<file path="config.mk">
export PLATFORM = sky130hd
export DESIGN_NAME = exec_unit_param
export DESIGN_NICKNAME = d
export VERILOG_FILES = /design/src/rtl/exec_pkg.sv /design/src/rtl/exec_unit_param_seq_mult.sv /design/src/rtl/exec_unit_param.sv
export SDC_FILE = /design/constraint.sdc
export NUM_CORES = 1
export LEC_CHECK = 0
export CAP_MARGIN = 40
export CORE_ASPECT_RATIO = 1.1
export CORE_UTILIZATION = 56
export CTS_CLUSTER_SIZE = 10
export DETAILED_ROUTE_END_ITERATION = 6
export PLACE_DENSITY = 0.8
export REMOVE_ABC_BUFFERS = 1
export SETUP_SLACK_MARGIN = 0.5
export SKIP_CTS_REPAIR_TIMING = 1
export SLEW_MARGIN = 20
export SYNTH_ARGS = -nofsm -noshare
export SYNTH_HDL_FRONTEND = slang
export SYNTH_SLANG_ARGS = --single-unit
</file>
<file path="constraint.sdc">
create_clock -name clk -period 3.3 [get_ports clk]
set_input_delay 0.66 -clock clk [delete_from_list [all_inputs] [get_ports clk]]
set_output_delay 0.66 -clock clk [all_outputs]
set_load 0.03 [all_outputs]
</file>
<file path="src/rtl/exec_pkg.sv">
// Shared function codes and multiplier state encoding for the EX-stage execute unit.
package exec_pkg;

  localparam logic [5:0] F_SLL   = 6'd0;
  localparam logic [5:0] F_SRL   = 6'd2;
  localparam logic [5:0] F_SRA   = 6'd3;
  localparam logic [5:0] F_MFHI  = 6'd16;
  localparam logic [5:0] F_MFLO  = 6'd18;
  localparam logic [5:0] F_MULT  = 6'd24;
  localparam logic [5:0] F_MULTU = 6'd25;
  localparam logic [5:0] F_ADD   = 6'd32;
  localparam logic [5:0] F_SUB   = 6'd34;
  localparam logic [5:0] F_AND   = 6'd36;
  localparam logic [5:0] F_OR    = 6'd37;
  localparam logic [5:0] F_SLT   = 6'd42;
  localparam logic [5:0] F_SLTU  = 6'd43;

  typedef enum logic [1:0] {
    IDLE = 2'd0,
    RUN  = 2'd1,
    DONE = 2'd2
  } mstate_e;

endpackage

</file>
<file path="src/rtl/exec_unit_param_seq_mult.sv">
// Iterative radix-2 shift-add multiplier; signed operands are handled as
// magnitudes with the product sign applied at the end.
module seq_mult
  import exec_pkg::*;
#(
  parameter int WIDTH = 32
) (
  input  logic               clk,
  input  logic               reset,
  input  logic               start,
  input  logic               is_signed,
  input  logic [WIDTH-1:0]   a,
  input  logic [WIDTH-1:0]   b,
  output logic               busy,
  output logic               done,
  output logic [2*WIDTH-1:0] product
);

  localparam int CW = $clog2(WIDTH);

  mstate_e            state_q;
  logic [CW-1:0]      cnt_q;
  logic [2*WIDTH-1:0] acc_q;
  logic [WIDTH-1:0]   mcand_q;
  logic               neg_q;
  logic               busy_q;
  logic               done_q;

  logic [WIDTH-1:0]   a_abs;
  logic [WIDTH-1:0]   b_abs;
  logic [WIDTH:0]     step_sum;

  // Most-negative magnitude keeps its bit pattern, which is the correct unsigned value.
  assign a_abs    = (is_signed && a[WIDTH-1]) ? -a : a;
  assign b_abs    = (is_signed && b[WIDTH-1]) ? -b : b;
  assign step_sum = {1'b0, acc_q[2*WIDTH-1:WIDTH]} + (acc_q[0] ? {1'b0, mcand_q} : '0);

  always_ff @(posedge clk or negedge reset) begin
    if (!reset) begin
      state_q <= IDLE;
      cnt_q   <= '0;
      acc_q   <= '0;
      mcand_q <= '0;
      neg_q   <= 1'b0;
      busy_q  <= 1'b0;
      done_q  <= 1'b0;
    end else begin
      case (state_q)
        IDLE: begin
          if (start) begin
            mcand_q <= a_abs;
            acc_q   <= {{WIDTH{1'b0}}, b_abs};
            neg_q   <= is_signed & (a[WIDTH-1] ^ b[WIDTH-1]);
            cnt_q   <= '0;
            busy_q  <= 1'b1;
            state_q <= RUN;
          end
        end
        RUN: begin
          acc_q <= {step_sum, acc_q[WIDTH-1:1]};
          cnt_q <= cnt_q + 1'b1;
          if (cnt_q == CW'(WIDTH - 1)) begin
            done_q  <= 1'b1;
            state_q <= DONE;
          end
        end
        DONE: begin
          done_q  <= 1'b0;
          busy_q  <= 1'b0;
          state_q <= IDLE;
        end
        default: begin
          done_q  <= 1'b0;
          busy_q  <= 1'b0;
          state_q <= IDLE;
        end
      endcase
    end
  end

  assign busy    = busy_q;
  assign done    = done_q;
  assign product = neg_q ? (~acc_q + 1'b1) : acc_q;

endmodule

</file>
<file path="src/rtl/exec_unit_param.sv">
// Handshaked EX-stage execute unit: single-cycle ALU/shifter, HI/LO registers and
// an interlocked iterative multiplier.
module exec_unit_param
  import exec_pkg::*;
#(
  parameter int  WIDTH = 32,
  localparam int SHW   = $clog2(WIDTH)
) (
  input  logic             clk,
  input  logic             reset,
  input  logic             in_valid,
  output logic             in_ready,
  input  logic [5:0]       funct,
  input  logic [WIDTH-1:0] dataA,
  input  logic [WIDTH-1:0] dataB,
  output logic             out_valid,
  output logic [WIDTH-1:0] result,
  output logic             illegal,
  output logic             mult_busy,
  output logic             mult_done
);

  logic [WIDTH-1:0]   hi_q, lo_q, result_q;
  logic               out_valid_q, illegal_q, mult_done_q;
  logic [WIDTH-1:0]   res_d;
  logic               legal_d;
  logic               is_mul, is_mf, accept;
  logic               m_busy, m_done;
  logic [2*WIDTH-1:0] m_product;
  logic [SHW-1:0]     shamt;

  assign is_mul   = (funct == F_MULT) || (funct == F_MULTU);
  assign is_mf    = (funct == F_MFHI) || (funct == F_MFLO);
  assign in_ready = !(m_busy && (is_mul || is_mf));
  assign accept   = in_valid && in_ready;
  assign shamt    = dataA[SHW-1:0];

  seq_mult #(.WIDTH(WIDTH)) u_mult (
    .clk       (clk),
    .reset     (reset),
    .start     (accept && is_mul),
    .is_signed (funct == F_MULT),
    .a         (dataA),
    .b         (dataB),
    .busy      (m_busy),
    .done      (m_done),
    .product   (m_product)
  );

  always_comb begin
    res_d   = '0;
    legal_d = 1'b1;
    case (funct)
      F_AND:   res_d = dataA & dataB;
      F_OR:    res_d = dataA | dataB;
      F_ADD:   res_d = dataA + dataB;
      F_SUB:   res_d = dataA - dataB;
      F_SLT:   res_d = {{(WIDTH-1){1'b0}}, $signed(dataA) < $signed(dataB)};
      F_SLTU:  res_d = {{(WIDTH-1){1'b0}}, dataA < dataB};
      F_SLL:   res_d = dataB << shamt;
      F_SRL:   res_d = dataB >> shamt;
      F_SRA:   res_d = $unsigned($signed(dataB) >>> shamt);
      F_MFHI:  res_d = hi_q;
      F_MFLO:  res_d = lo_q;
      F_MULT, F_MULTU: res_d = '0;
      default: legal_d = 1'b0;
    endcase
  end

  always_ff @(posedge clk or negedge reset) begin
    if (!reset) begin
      hi_q        <= '0;
      lo_q        <= '0;
      result_q    <= '0;
      out_valid_q <= 1'b0;
      illegal_q   <= 1'b0;
      mult_done_q <= 1'b0;
    end else begin
      // The multiplier's DONE cycle commits HI/LO; mult_done marks the first cycle they are visible.
      mult_done_q <= m_done;
      if (m_done) begin
        {hi_q, lo_q} <= m_product;
      end
      if (accept && !is_mul) begin
        out_valid_q <= 1'b1;
        result_q    <= res_d;
        illegal_q   <= !legal_d;
      end else begin
        out_valid_q <= 1'b0;
        illegal_q   <= 1'b0;
      end
    end
  end

  assign out_valid = out_valid_q;
  assign result    = result_q;
  assign illegal   = illegal_q;
  assign mult_busy = m_busy;
  assign mult_done = mult_done_q;

endmodule

</file>
==> metrics.md, run 1 <==
| Metric | Value |
|---|---|
| Async S/R FF share, synth | 100% |
| Average size of a mapped cell | ~7.8 µm² |
| WEP type | register input |
| GP Congestion | around 1.1 |
| Status | did not finish |
| Unique masters post-synth | 84 |
| Mapped Area | between 20000 and 25000 µm² |
| Warnings, synthesis | 0 |
| Row Count | just over 70 |
| Cell taking the most area after synthesis | dfrtp_1 |
| TritonCTS Buffers | 26 |
| Dpl hpwl | 72300 µm |
| Share of the synthesized area in the top cell type | roughly 25% |
| Die Height | 202 µm |
| Num ports | 110 |
| Post-synth EDFFs | 0 |
| Halt Stage | 5_1_grt |
| Initial core utilization | a little under three fifths |
| Synth area leaders | dfrtp_1 25%, ha_1 8.4%, o21ai_0 6.6% |
| GR Util All Layers | approximately two thirds |
| Width of the die | between 150 and 200 µm |
| I/O Buffers | around 110 |
| H-tree Lvls | 1 |
| Largest net degree at the start of global routing | around 100 |
| Synth Flop Type | dfrtp_1 |
| First Err | [ERROR GRT-0232] Routing congestion too high. Check the congestion heatmap in the GUI. |
| Root Buffer | clkbuf_16 |
| Mapped Cells | 2600 |
| Worst setup endpoint GRT | u_mult.acc_q[59]$_DFFE_PN0P_/D |
| Seq cells post-synth | just over 200 |
| Sequential area share after synthesis | 25.2% |
| CTS Buffer Depth | 3 |
| Grt ovf | 19 |
| CTS Sinks | roughly 200 |
==> layer usage <==
layer	track usage, %	overflow
met5	8.93	0
met4	62.6	9
met3	40.9	1
met2	87.5	9
met1	71.7	0
==> cells in the mapped netlist, drive strengths merged, types with 40 or more instances <==
master / count
a21oi: 227
a22oi: 42
ha: 137
xor2: 74
o21ai: 269
nor2: 287
nand3: 75
o31ai: 40
inv: 106
and2: 46
nand2: 220
mux2i: 53
dfrtp: 205
xnor2: 79
clkbuf: 150
==> through the flow <==
stage               worst slack (ps)  cells  instance area, µm²  TNS [ps]
floorplan                      -1160   2415               19700    -21960
global placement               -1050   3585               26000    -28510
detailed placement             -1100   3586               26000    -33770
CTS                             -576   3622               26800     -9280
==> cell families after synthesis <==
family | Yosys count | share of synthesized area, %
buffers and inverters | 294 | 5.43
multiplexers | 101 | 7.24
AND/OR/NAND/NOR | 810 | 18.8
XOR/XNOR | 153 | 6.57
adder cells (fa/ha/maj) | 140 | 8.70
AO/OA/AOI/OAI | 897 | 28.1
flip-flops | 205 | 25.2
==> run 2: changes to the inputs <==
Settings changed: CORE_ASPECT_RATIO 1.1 to default, CORE_UTILIZATION 56 to 40, CTS_CLUSTER_SIZE 10 to default, PLACE_DENSITY 0.8 to default, PLACE_DENSITY_LB_ADDON from default to 0.15, SETUP_SLACK_MARGIN 0.5 to default.
Clock period 3.3 ns to 4.3 ns, I/O delays scaled along.
==> run 2 against run 1 <==
The run now ends clean. Synthesized cell count is the same. Synthesized area is the same.
==> metrics.md, run 2 <==
| Metric | Value |
|---|---|
| Status | completed |
| Post-detailed-routing wire length | between 90000 and 100000 µm |
| TritonCTS Buffers | 26 (unchanged) |
| Drt pass-1 iters | 5 |
| Num ports | 110 (unchanged) |
| Root Buffer | clkbuf_16 |
| Dpl hpwl | 74300 µm (+2.7%) |
| Async S/R FF share, synth | 100% (unchanged) |
| Sequential area share after synthesis | 25.2% (unchanged) |
| Startpoint types | primary input |
| Full die area | between 50000 and 60000 µm² |
| Synth area leaders | dfrtp_1 25%, ha_1 8.4%, o21ai_0 6.6% |
| Mean routed wirelength per cell | between 20 and 30 µm |
| Ratio of cells with drive above 1 in the final layout | between 15 and 20% |
| Overall power | about 8800 µW |
| Min cycle time layout | a little over 4000 ps |
| R2r startpoint | u_mult.acc_q[0] |
| First-pass GRT wire length | 141000 µm |
| WS Path Type | primary input to flip-flop |
| TritonCTS clock tree | built |
| Max Cap Viol | 0 |
| Final Hold Viols | 0 |
| Clk_lat worst skew | around 580 ps |
| Iteration-0 DRC Markers | just over 2000 |
| Clock transition at path regs | around 60 ps |
| DRC errors left | 0 |
| Synth Flop Type | dfrtp_1 |
| Warnings, synthesis | 0 (unchanged) |
| Most frequent cell after synthesis | nor2_1 |
| Req. time, crit path | between 4000 and 5000 ps |
| DRT antenna net count | 0 |
| Seq cells post-synth | 205 (unchanged) |
| Critical-path maximum fanout | 6 |
| CTS Sinks | 205 (unchanged) |
| Crit path from | dataB[0] |
| Slew @ Worst Pin | slightly below 900 ps |
| Initial core utilization | 40.6% (-17 points) |
| Layout overhead on the synthesized area | 22.7% |
| F_max | 243 MHz |
| Max Slew Vio Count | 0 |
| Core area | 50200 µm² |
| Max reg flops | 64 |
| Worst vdd ir | 0.307 mV |
| Cell Pwr Density | 353 nW/µm² |
| Commonest cells post-synth | 286 x nor2_1, 267 x o21ai_0, 227 x a21oi_1 |
| Grt ovf | 0 |
| Commonest non-fill, non-tap cells in the layout | 293 x buf_4, 283 x nor2_1, 267 x o21ai_0 |
| Filler Cell Count | 4977 |
| Share of the synthesized area in the top cell type | 25.2% (unchanged) |
| Cell taking the most area after synthesis | dfrtp_1 |
| Worst Setup End Kind | flip-flop |
| Static Leak | 0.0107 µW |
| Mapped Area | 20400 µm² (unchanged) |
| Leading cell type in the layout, fill and taps excluded | buf_4 |
| Initial antenna violation count | 1 |
| Reg area | 5130 µm² |
| Post-synth EDFFs | 0 (unchanged) |
| Row Count | 82 (+14%) |
| Width of the die | 228 µm (+24%) |
| CP arrival | 4570 ps |
| Via count | 21905 |
| Footprint of the multi-input gates | between 10000 and 15000 µm² |
| Final period utilization | between 90 and 100% |
| Vias in the first global route | roughly 21000 |
| Skew final | 19.4 ps |
| Avg Vias per Cell | 6.17 |
| Top reg by flops | u_mult.acc_q |
| GP Congestion | 1.04 (-8.3%) |
| Setup TNS | 0 ps |
| H-tree Lvls | 1 (unchanged) |
| Worst min path class | primary input to asynchronous set/reset pin |
| CTS Buffer Depth | 3 (unchanged) |
| Largest net degree at the start of global routing | between 100 and 150 |
| I/O Buffers | 109 (unchanged) |
| Mapped Cells | 2600 (unchanged) |
| Slew headroom | a little over two fifths |
| Average size of a mapped cell | 7.84 µm² (unchanged) |
| Final setup viols | 0 |
| Unique masters post-synth | 84 (unchanged) |
| N_diodes | 0 |
| Fin nets | 3070 |
| Unrepaired setup endpoints after global routing | false |
| Die Height | 228 µm (+13%) |
| GR Util All Layers | between 30 and 40% |
[run 2: cell counts after synthesis]
Identical to the previous run, type by type.
[run 2: critical path, stage by stage]
cell and delay (ps):
clkdlybuf4s50_1 510, ha_1 270, buf_4 180, nor2_1 130, o221ai_1 130, buf_4 160, a2111oi_1 380, buf_4 200
o211ai_1 160, a31oi_1 300, o22ai_1 310, o41a_1 470, a22o_1 200, o21ai_0 190, o21ai_1 90
[run 2: layout make-up]
| type | instances | area share [%] |
|---|---|---|
| sequential | 205 | 20.5 |
| clock inverter | 16 | 0.721 |
| timing repair buffer | 414 | 14.0 |
| multi-input combinational | 2101 | 56.8 |
| clock buffer | 32 | 2.94 |
| inverter | 109 | 1.64 |
| tap | 672 | 3.36 |
[run 2: cells by family (layout without fill, tap and decap cells)]
group / after synthesis / in the layout / share of synthesized area, %
flops: 205 / 205 / 25.2
mux: 101 / 101 / 7.24
buf+inv: 294 / 571 / 5.43
xor+xnor: 153 / 153 / 6.57
simple gates: 810 / 810 / 18.8
compound gates: 897 / 897 / 28.1
fa+ha+maj: 140 / 140 / 8.70
[run 2: routing by layer]
| metal | track usage [%] | vias to the layer above | share of wire, % |
|---|---|---|---|
| met5 | 0 | - | 0 |
| met2 | 56.6 | 962 | 45 |
| met1 | 47.5 | 10734 | 42 |
| met4 | 19.2 | 0 | 6.2 |
| li1 | - | 10005 | - |
| met3 | 5.20 | 204 | 6.8 |
[run 2: path summary, 6_finish.rpt]
check | endpoint | slack [ps] | depth (start not counted)
worst min register to register | u_mult.mcand_q[7] | 480 | 2
max in group asynchronous | lo_q[5] | 3000 | 2
worst min-delay path | u_mult.cnt_q[2] | 320 | 1
worst max-delay path | result[27] | 180 | 15
min in group clk | u_mult.mcand_q[7] | 480 | 2
worst max register to register | u_mult.acc_q[59] | 350 | 14
[run 2: report_power, final]
| part | total, µW | leakage (µW) | internal (µW) | switching (µW) |
|---|---|---|---|---|
| sequential | 2830 | 0.00254 | 2310 | 515 |
| combinational | 3600 | 0.00772 | 1460 | 2130 |
| clock | 2390 | 0.000443 | 1400 | 995 |
| total | 8820 | 0.0107 | 5170 | 3640 |
[run 2: stage by stage]
| step | setup WS [ps] | instances | util [%] | area, µm² | hold slack (ps) |
|---|---|---|---|---|---|
| after floorplan | -360 | 2415 | - | 19700 | 430 |
| after global placement | -225 | 3499 | 48.0 | 24100 | 455 |
| after detailed placement | -299 | 3501 | 48.0 | 24100 | 456 |
| after CTS | 300 | 3549 | 49.8 | 25000 | 359 |
| after global routing | 8.29 | 3549 | 49.8 | 25000 | 391 |
| final | 184 | 3549 | 49.8 | 25000 | 320 |
No activity file was read; power rests on OpenSTA's default activity.
